## src/rtl/outport_packet_scheduler.sv

```systemverilog
// outport_packet_scheduler
// Packet-level arbiter for one router output port shared by four input
// buffers. A grant is held from head flit to tail flit so packets never
// interleave; round-robin fairness advances only when a packet completes.
// Flit transfers are paced by a credit counter mirroring the free slots of
// the downstream buffer.
//
// Build option: define SCHED_CREDIT_EN to enable the credit counter and the
// sticky credit_err flag. Without it, transfers are gated only by the owner's
// request, credit_cnt reads back CREDITS and credit_err reads 0.
//
// Transfer handshake: req[i] acts as "valid" for the head flit of input i.
// The owner's flit moves when req[owner] is high and a credit is available
// (the "ready" side). pop[i] is high in exactly the cycle the flit moves,
// so upstream dequeues on pop and downstream captures on out_valid.
module outport_packet_scheduler #(
  parameter int CREDITS = 4
) (
  input  logic       clk,
  input  logic       rst,
  input  logic [3:0] req,
  input  logic [3:0] tail,
  input  logic       credit_in,
  output logic [3:0] grant,
  output logic [1:0] out_sel,
  output logic [3:0] pop,
  output logic       out_valid,
  output logic [3:0] credit_cnt,
  output logic       credit_err,
  output logic       fsm_state
);

  typedef enum logic {
    IDLE   = 1'b0,
    LOCKED = 1'b1
  } state_t;

  state_t     state;
  logic [1:0] owner;
  logic [1:0] ptr;
  logic [1:0] pick;
  logic       credit_ok;
  logic       xfer;

  // Round-robin search from ptr; scanning offsets downward lets the
  // smallest asserted offset win.
  always_comb begin
    pick = ptr;
    for (int k = 3; k >= 0; k--) begin
      if (req[ptr + 2'(k)]) pick = ptr + 2'(k);
    end
  end

  // Transfer decision and one-hot pop, from registered owner and live inputs.
  always_comb begin
    xfer      = (state == LOCKED) && req[owner] && credit_ok;
    pop       = xfer ? (4'b0001 << owner) : 4'b0000;
    out_valid = xfer;
    out_sel   = owner;
  end

  assign fsm_state = state;

  // Arbitration / packet-lock FSM with registered grant.
  always_ff @(posedge clk or posedge rst) begin
    if (rst) begin
      state <= IDLE;
      owner <= 2'd0;
      ptr   <= 2'd0;
      grant <= 4'b0000;
    end else begin
      case (state)
        IDLE: begin
          if (req != 4'b0000) begin
            owner <= pick;
            grant <= 4'b0001 << pick;
            state <= LOCKED;
          end
        end
        LOCKED: begin
          // Grant is only released by the tail flit actually moving.
          if (xfer && tail[owner]) begin
            state <= IDLE;
            grant <= 4'b0000;
            ptr   <= owner + 2'd1;
          end
        end
        default: state <= IDLE;
      endcase
    end
  end

`ifdef SCHED_CREDIT_EN
  logic [3:0] cnt_q;
  logic       err_q;

  assign credit_ok  = (cnt_q != 4'd0);
  assign credit_cnt = cnt_q;
  assign credit_err = err_q;

  // Credit counter: pop consumes, credit_in returns, both together cancel.
  always_ff @(posedge clk or posedge rst) begin
    if (rst) begin
      cnt_q <= 4'(CREDITS);
      err_q <= 1'b0;
    end else begin
      case ({xfer, credit_in})
        2'b10: cnt_q <= cnt_q - 4'd1;
        2'b01: begin
          // A return with every slot already free means upstream and
          // downstream disagree; saturate and remember it.
          if (cnt_q == 4'(CREDITS)) err_q <= 1'b1;
          else                      cnt_q <= cnt_q + 4'd1;
        end
        default: cnt_q <= cnt_q;
      endcase
    end
  end
`else
  logic unused_credit_in;

  assign unused_credit_in = credit_in;
  assign credit_ok        = 1'b1;
  assign credit_cnt       = 4'(CREDITS);
  assign credit_err       = 1'b0;
`endif

endmodule

```

## config.mk

```make
export PLATFORM = sky130hd
export DESIGN_NAME = outport_packet_scheduler
export DESIGN_NICKNAME = d
export VERILOG_FILES = /design/src/rtl/outport_packet_scheduler.sv
export SDC_FILE = /design/constraint.sdc
export NUM_CORES = 1
export LEC_CHECK = 0
export CORE_ASPECT_RATIO = 0.8
export CORE_MARGIN = 10
export CORE_UTILIZATION = 38
export CTS_CLUSTER_SIZE = 20
export DETAILED_ROUTE_END_ITERATION = 7
export PLACE_DENSITY = 0.74
export SYNTH_ARGS = -nofsm -noshare
export SYNTH_HDL_FRONTEND = slang
export SYNTH_SLANG_ARGS = --single-unit
```

## constraint.sdc

```tcl
create_clock -name clk -period 1.43 [get_ports clk]
set_input_delay 0.143 -clock clk [delete_from_list [all_inputs] [get_ports clk]]
set_output_delay 0.143 -clock clk [all_outputs]
set_load 0.05 [all_outputs]
```

### Word level (Yosys, flattened, before mapping)

Index checks and enable logic that the tools add are counted.

| operators by class | value |
|---|---|
| div/mod/pow operators | 0 |
| multipliers | 0 |
| equality and inequality tests | 2 |
| add/sub/neg operators | 4 |
| shift operators | 2 |
| reduce and logical (&&, ||, !) cells | 6 |
| bitwise operators | 1 |
| muxes and demuxes | 23 |
| $lt $le $gt $ge | 5 |

Operators with widths:

| operator | count |
|---|---|
| $lt 2x3->1 const B | 5 |
| $bmux 1 s2 | 6 |
| $mux 4 | 3 |
| $mux 1 | 8 |
| $mux 2 | 4 |
| $pmux 4 s2 | 1 |
| $shl 1x2->4 const A | 2 |
| $reduce_and 2->1 | 3 |
| $add 2x1->2 const B | 2 |
| $add 2x2->2 const B | 2 |
| $reduce_bool 4->1 | 1 |
| $logic_and 1x1->1 | 2 |
| $ne 2x1->1 const B | 1 |
| $ne 2x2->1 const B | 1 |
| $pmux 1 s2 | 1 |
| $not 1->1 | 1 |

| word-level totals | value |
|---|---|
| word-level logic and storage cells | 47 |
| RAM bits | 0 |
| memory bits (read-only) | 0 |
| register bits | 9 |
| input bits | 11 |
| latch bits | 0 |
| memories | 0 |

### Longest topological paths before layout

Gate-level depths: netlist of run 1.

| depth | value |
|---|---|
| word-level depth | 10 |
| gate-level depth with buffers | 5 |

### Least setup slack after synthesis of run 1

OpenSTA, ideal clock, no wires.

| timing path | value |
|---|---|
| path type | register to register |
| from | register owner[1], in the netlist out_sel[1] |
| to | register ptr[1] |
| stages on the path, launching flop included | 6 |
| data arrival time | 1961 ps |
| path buffers | 1 |
| path slack | -656 ps |
| clock period less this slack | 2086 ps |
| cell sequence | dfrtp_1 buf_6 mux2i_1 o22ai_4 and3_4 mux2_4 |

| between the ends | value |
|---|---|
| word-level cells in the longest chain between the ends | 5 |

Ends and longest elaborated chain:

| element | line | RTL |
|---|---|---|
| start: declaration | 39 | `logic [1:0] owner;` |
| start signal: assignment | 75 | `owner <= pick;` |
| $bmux 1 s2 | 56 | `xfer = (state == LOCKED) && req[owner] && credit_ok;` |
| $mux 1 (not written as such) | 56 |  |
| $logic_and 1x1->1 | 56 |  |
| via out_valid | 27 | `output logic out_valid,` |
| $logic_and 1x1->1 | 82 | `if (xfer && tail[owner]) begin` |
| $reduce_and 2->1 (no line) | -- |  |
| end signal: assignment | 85 | `ptr <= owner + 2'd1;` |
| end: declaration | 40 | `logic [1:0] ptr;` |

The timed path passes the listed nets, and every way through them passes these cells. The select of a mux whose other input is x is not followed.
A chain may end at the register's enable or synchronous reset.

### Worst setup path after layout of run 1

| timing path | value |
|---|---|
| from | register owner[1], in the netlist out_sel[1] |
| to | output pop[3] |

| between the ends | value |
|---|---|
| word-level cells in the longest chain between the ends | 4 |

Ends and longest elaborated chain:

| element | line | RTL |
|---|---|---|
| $bmux 1 s2 | 56 |  |
| $mux 1 (not written as such) | 56 |  |
| $logic_and 1x1->1 | 56 |  |
| $mux 4 * | 57 | `pop = xfer ? (4'b0001 << owner) : 4'b0000;` |
| end: declaration | 26 | `output logic [3:0] pop,` |

Mark *: on every way between the ends. The rest lies on a longest branch, timed or not. The select of a mux whose other input is x is not followed.

==> metrics.cfg, run 1 <==
[run_status]
status=complete, but fails checks
violations=setup timing

[global_route]
grt.overflow.total=0
antenna_found_initial=0
grt_pass1_vias=666
grt_max_degree=10
grt.total_usage=0.114
grt_pass1_wl_um=3470

[floorplanning]
pin_count=28
rows=13
start_util=0.419
die_h_um=58.6
dieArea_um2=4000
fp.coreArea_um2=1690
die_x_um=68.3

[clock_tree]
hold_buffers=0
clkTransAtPathRegs_ns=0.06
clkLatencyLatePin_ns=0.26
cts_buffer_depth=2
cts_buffers=3
cts_sinks=9
cts_root_buffer=clkbuf_4
htreeDepth=1
cts_tree=done

[final_layout]
layout.area.seq_um2=229
multiInputGateArea_um2=487
nNetsFinal=125
n_antenna_cell=0
areaGrowthSynthToFinish_pct=75.3
fill_cells=132
final_layout_size_suffix_gt1_frac=0.477

[place]
io_buffers=21
post-place-ws_ns=-0.310
gp_congestion=0.810
dpl.hpwl_um=1610

[synthesis]
synth_edf_count=0
synth_top_area_share=0.318
synth_area_um2=708
ys_ff_latch=9
synth_top_flop_cell=dfrtp_1
ys_top_cells_by_area=dfrtp_1 (32%), ha_1 (7.1%), buf_4 (5.3%)
synth_top_area_cell=dfrtp_1
postSynthCellCount=72
synth.avg_cell_area_um2=9.84
yosysUniqueCellTypes=31
synthArstFlopShare=1.00
synth_warnings=0
ys_seq_area_frac=0.318
synth_common_cells=dfrtp_1 (9), inv_1 (6), buf_4 (5), nand2b_1 (5)
yosysMostFrequentCell=dfrtp_1

[sta]
fin_ws_ns=-0.254
setup_viol=14
min_period_ns=1.68
rsz0062_at_grt=true
finClkSkew_ns=0.00119
hold_violations=0
fmax_mhz=594
maxSlewViolCount=0
post-route-period-util=1.18

[power]
p_switching_mw=1.36
worst_ir_drop_vdd_v=0.00178
power_frac_clock=0.066
seq_power_share=0.179
power_density_nw_per_um2=2400
totalPowerFinal_mw=2.98
p_leak_nw=0.559
netSwitchingFraction=0.457
combPwrFrac=0.755
internal_power_mw=1.62

[setup_path]
crit_path_start_kind=flip-flop
crit_fanout=6
path_class=reg2out
critical-path-slowest-cell=dfrtp_2
reg2regPathDepth=5
worstSetupEndpointType=primary output
crit_arrival_ns=1.54
path_cells=mux2i_4 > o22ai_4 > buf_6 > and2_4 > buf_12
critPathRequiredTime_ns=1.29
slowest_delay_ns=0.47

[route]
drc=0
viasPerCell=5.09
antenna_left=0
wirelength_um=2170
wl_per_cell_um=16.5
dr_total_vias=667
drt_iter0_drc=14
dr.pass1.iters=4

[run]
maxCapViolCount=0

[min_path]
hold_class=in2async

==> sequential cells by signal, summed over array words and instances (netlist names) <==
signal,flops
grant,4
ptr,2
fsm_state,1
out_sel,2
==> cells by family after synthesis <==
group	synth area share
flops	0.318
other cells	0.0106
compound gates	0.228
simple gates	0.187
mux	0.0848
buf+inv	0.101
fa+ha+maj	0.0707
==> metrics by stage <==
step                      TNS [ns]  hold slack [ns]  std cells  cell area (µm²)  utilization
after CTS                    -1.78            0.132        131             1210        0.717
after global placement       -2.81            0.423        123             1110        0.655
after detailed placement     -3.43            0.421        123             1110        0.655
after floorplan              -4.03          -0.0293         75              728            -
final                        -2.25            0.138        131             1240        0.734
after global routing         -3.60            0.146        131             1240        0.734
==> critical path, delay by kind of cell, from the launching register on <==
family                 cells  cell delay, ns
buffers and inverters      2            0.27
and+or+nand+nor            1            0.15
DFF                        1            0.47
AOI/OAI and AO/OA          1            0.17
muxes                      1            0.22
==> cells in the final DEF (no fill, tap or decap), types with 2 or more instances in the layout <==
cell type         n
nand2b_1          5
mux2i_4           2
ha_1              4
o21ai_2           2
buf_12           11
a21oi_1           4
conb_1            5
clkdlybuf4s50_1   9
a22o_1            2
o22a_1            2
dfrtp_1           6
buf_4            11
clkbuf_4          3
dfrtp_2           3
mux2_4            2
inv_1             6
and2_4            4
buf_6             5
o21ai_0           2
==> power groups by stage <==
stage / combinational [mW] / sequential (mW) / clock (mW)
4_1_cts: 2.18 / 0.520 / 0.203
2_1_floorplan: 0.844 / 0.743 / 0
3_3_place_gp: 1.91 / 0.522 / 0
3_5_place_dp: 1.93 / 0.520 / 0
6_report: 2.25 / 0.533 / 0.196
5_1_grt: 2.37 / 0.547 / 0.224
==> routing by layer <==
metal  track usage  vias up  wire, µm
li1              -      320         -
met1         0.148      322      1020
met2         0.160       21       934
met3        0.0548        4       187
met4        0.0344        0        22
met5             0        -         0
==> final timing paths <==
| kind | start | to | slack, ns |
|---|---|---|---|
| min in group clk | grant[1] | grant[1] | 0.52 |
| max reg2reg | out_sel[1] | ptr[1] | -0.24 |
| min | rst | grant[1] | 0.14 |
| min reg2reg | grant[1] | grant[1] | 0.52 |
| max in group asynchronous | rst | out_sel[1] | 1.02 |
| max | out_sel[1] | pop[3] | -0.25 |
==> area by class of cell <==
cell class,instances,share of cell area
Tap cell,22,0.0222
Clock buffer,4,0.0212
Inverter,6,0.0181
Sequential cell,9,0.184
Timing Repair Buffer,36,0.362
Multi-Input combinational cell,54,0.392
==> repair_timing <==
| item | CTS | global route |
|---|---|---|
| gates cloned | 0 | 0 |
| setup endpoints to repair | 10 | 14 |
| pin swaps | 8 | 2 |
| buffers inserted | 4 | 0 |
| gates resized for setup | 16 | 5 |
Power figures use the tool's default switching activity.
==> run 2, diff against run 1 <==
--- a/config.mk
+++ b/config.mk
@@ -5,12 +5,15 @@
 export SDC_FILE = /design/constraint.sdc
 export NUM_CORES = 1
 export LEC_CHECK = 0
+export CELL_PAD_IN_SITES_DETAIL_PLACEMENT = 1
+export CELL_PAD_IN_SITES_GLOBAL_PLACEMENT = 2
 export CORE_ASPECT_RATIO = 0.8
 export CORE_MARGIN = 10
-export CORE_UTILIZATION = 38
+export CORE_UTILIZATION = 22
+export CTS_CLUSTER_DIAMETER = 150
 export CTS_CLUSTER_SIZE = 20
 export DETAILED_ROUTE_END_ITERATION = 7
-export PLACE_DENSITY = 0.74
+export PLACE_DENSITY_LB_ADDON = 0.1
 export SYNTH_ARGS = -nofsm -noshare
 export SYNTH_HDL_FRONTEND = slang
 export SYNTH_SLANG_ARGS = --single-unit
==> metrics.cfg, run 2 (synthesis gave the netlist of run 1 again) <==
[run_status]
status=complete, but fails checks  ; unchanged
violations=setup timing  ; unchanged

[route]
dr_total_vias=657  ; was 667
drc=0  ; unchanged
wl_per_cell_um=15.6  ; was 16.5 µm
wirelength_um=2340  ; was 2170 µm
antenna_left=0  ; unchanged
dr.pass1.iters=2  ; was 4
drt_iter0_drc=35  ; was 14
viasPerCell=4.38  ; was 5.09

[final_layout]
design_area_um2=1320  ; was 1240 µm²
final_util=0.428  ; was 0.734
layout_common_cells=buf_12 (12), buf_4 (11), clkdlybuf4s50_1 (9)  ; was buf_12 (11), buf_4 (11), clkdlybuf4s50_1 (9)
final_layout_size_suffix_gt1_frac=0.527  ; was 0.477
finalNonFillerCells=150  ; was 131
fill_cells=329  ; was 132
top_register=grant  ; unchanged
layout_commonest_cell=buf_12
areaGrowthSynthToFinish_pct=86.6  ; was 75.3%
nNetsFinal=126  ; was 125
n_antenna_cell=0  ; unchanged
largest_register_ffs=4  ; unchanged

[floorplanning]
die_h_um=70.7  ; was 58.6 µm
pin_count=28  ; unchanged
dieArea_um2=5900  ; was 4000 µm²
start_util=0.230  ; was 0.419
fp.coreArea_um2=3090  ; was 1690 µm²
rows=18  ; was 13
die_x_um=83.4  ; was 68.3 µm

[sta]
finClkSkew_ns=0.00752  ; was 0.00119 ns
fin_setup_tns_ns=-1.57  ; was -2.25 ns
maxSlewViolCount=0  ; unchanged
setup_viol=12  ; was 14
fin_ws_ns=-0.180  ; was -0.254 ns
rsz0062_at_grt=true  ; unchanged
hold_ws_ns=0.158  ; was 0.138 ns
post-route-period-util=1.13  ; was 1.18
min_period_ns=1.61  ; was 1.68 ns
hold_violations=0  ; unchanged
fmax_mhz=621  ; was 594 MHz

[clock_tree]
cts_buffer_depth=2  ; unchanged
clkLatencyLatePin_ns=0.24  ; was 0.26 ns
cts_buffers=3  ; unchanged
cts_tree=done  ; unchanged
htreeDepth=1  ; unchanged
clkTransAtPathRegs_ns=0.05  ; was 0.06 ns
cts_sinks=9  ; unchanged
cts_root_buffer=clkbuf_8  ; was clkbuf_4

[global_route]
grt.overflow.total=0  ; unchanged
grt.total_usage=0.0761  ; was 0.114
grt_max_degree=10  ; unchanged
antenna_found_initial=0  ; unchanged
grt_pass1_vias=677  ; was 666
grt_pass1_wl_um=3680  ; was 3470 µm

[setup_path]
crit_family=flip-flops  ; unchanged
crit_path_start_kind=flip-flop  ; unchanged
startpoint=out_sel[1]  ; unchanged
crit_buf_inv=2  ; unchanged
crit_fanout=4  ; was 6
r2r_start=out_sel[1]  ; unchanged
path_class=reg2out  ; unchanged
critPathRequiredTime_ns=1.29  ; about the same
worstSetupEndpointType=primary output  ; unchanged
crit_arrival_ns=1.47  ; was 1.54 ns
path_cells=mux2i_2 > o22ai_4 > buf_6 > and2_4 > buf_12  ; was mux2i_4 > o22ai_4 > buf_6 > and2_4 > buf_12
slowest_delay_ns=0.44  ; was 0.47 ns
critical-path-slowest-cell=dfrtp_2  ; unchanged

[run]
maxCapViolCount=0  ; unchanged

[power]
worst_ir_drop_vdd_v=0.00109  ; was 0.00178 V
power_density_nw_per_um2=2380  ; was 2400 nW/µm²
p_leak_nw=0.579  ; was 0.559 nW

[place]
dp_cells=142  ; was 123
placed_area_um2=1150  ; was 1110 µm²
gp_congestion=0.774  ; was 0.810
dpl.hpwl_um=1870  ; was 1610 µm
io_buffers=21  ; unchanged

[min_path]
hold_class=in2async  ; unchanged

## run 2: timing repair
action | CTS | global route
setup buffers | 2 | 2
setup endpoints to repair | 13 | 14
pin swaps | 3 | 5
resized for setup | 11 | 15
hold buffers | 0 | 0
## run 2: final timing paths
check,to,slack (ns),depth (start not counted)
setup / recovery,pop[2],-0.18,5
hold / removal,grant[1],0.16,2
setup reg to reg,ptr[1],-0.17,5
hold reg to reg,grant[2],0.56,1
max in group asynchronous,out_sel[0],0.99,2
min in group clk,grant[2],0.56,1
## run 2: per-layer routing
| layer | share of wire | up-vias | track usage |
|---|---|---|---|
| met5 | 0 | - | 0 |
| met2 | 0.46 | 16 | 0.113 |
| met3 | 0.065 | 2 | 0.0389 |
| met1 | 0.47 | 320 | 0.0977 |
| met4 | 0.0051 | 0 | 0.0111 |
| li1 | - | 319 | - |
## run 2: per-stage QoR
step / worst slack (ns) / power, mW
after floorplan: -0.531 / 1.59
after global placement: -0.263 / 2.53
after detailed placement: -0.295 / 2.54
after CTS: -0.210 / 2.98
after global routing: -0.250 / 3.33
final: -0.180 / 3.14
## run 2: cell type report
cell class / count / area [µm²] / share of cell area
sequential: 9 / 229 / 0.173
multi-input combinational: 54 / 505 / 0.383
tap: 40 / 50.0 / 0.0379
clock buffer: 4 / 45.0 / 0.0341
timing repair buffer: 37 / 469 / 0.355
inverter: 6 / 22.5 / 0.0170
## run 2: where the power goes
| part | switching, mW | internal, mW |
|---|---|---|
| combinational | 1.14 | 1.16 |
| sequential | 0.162 | 0.373 |
| clock | 0.111 | 0.195 |
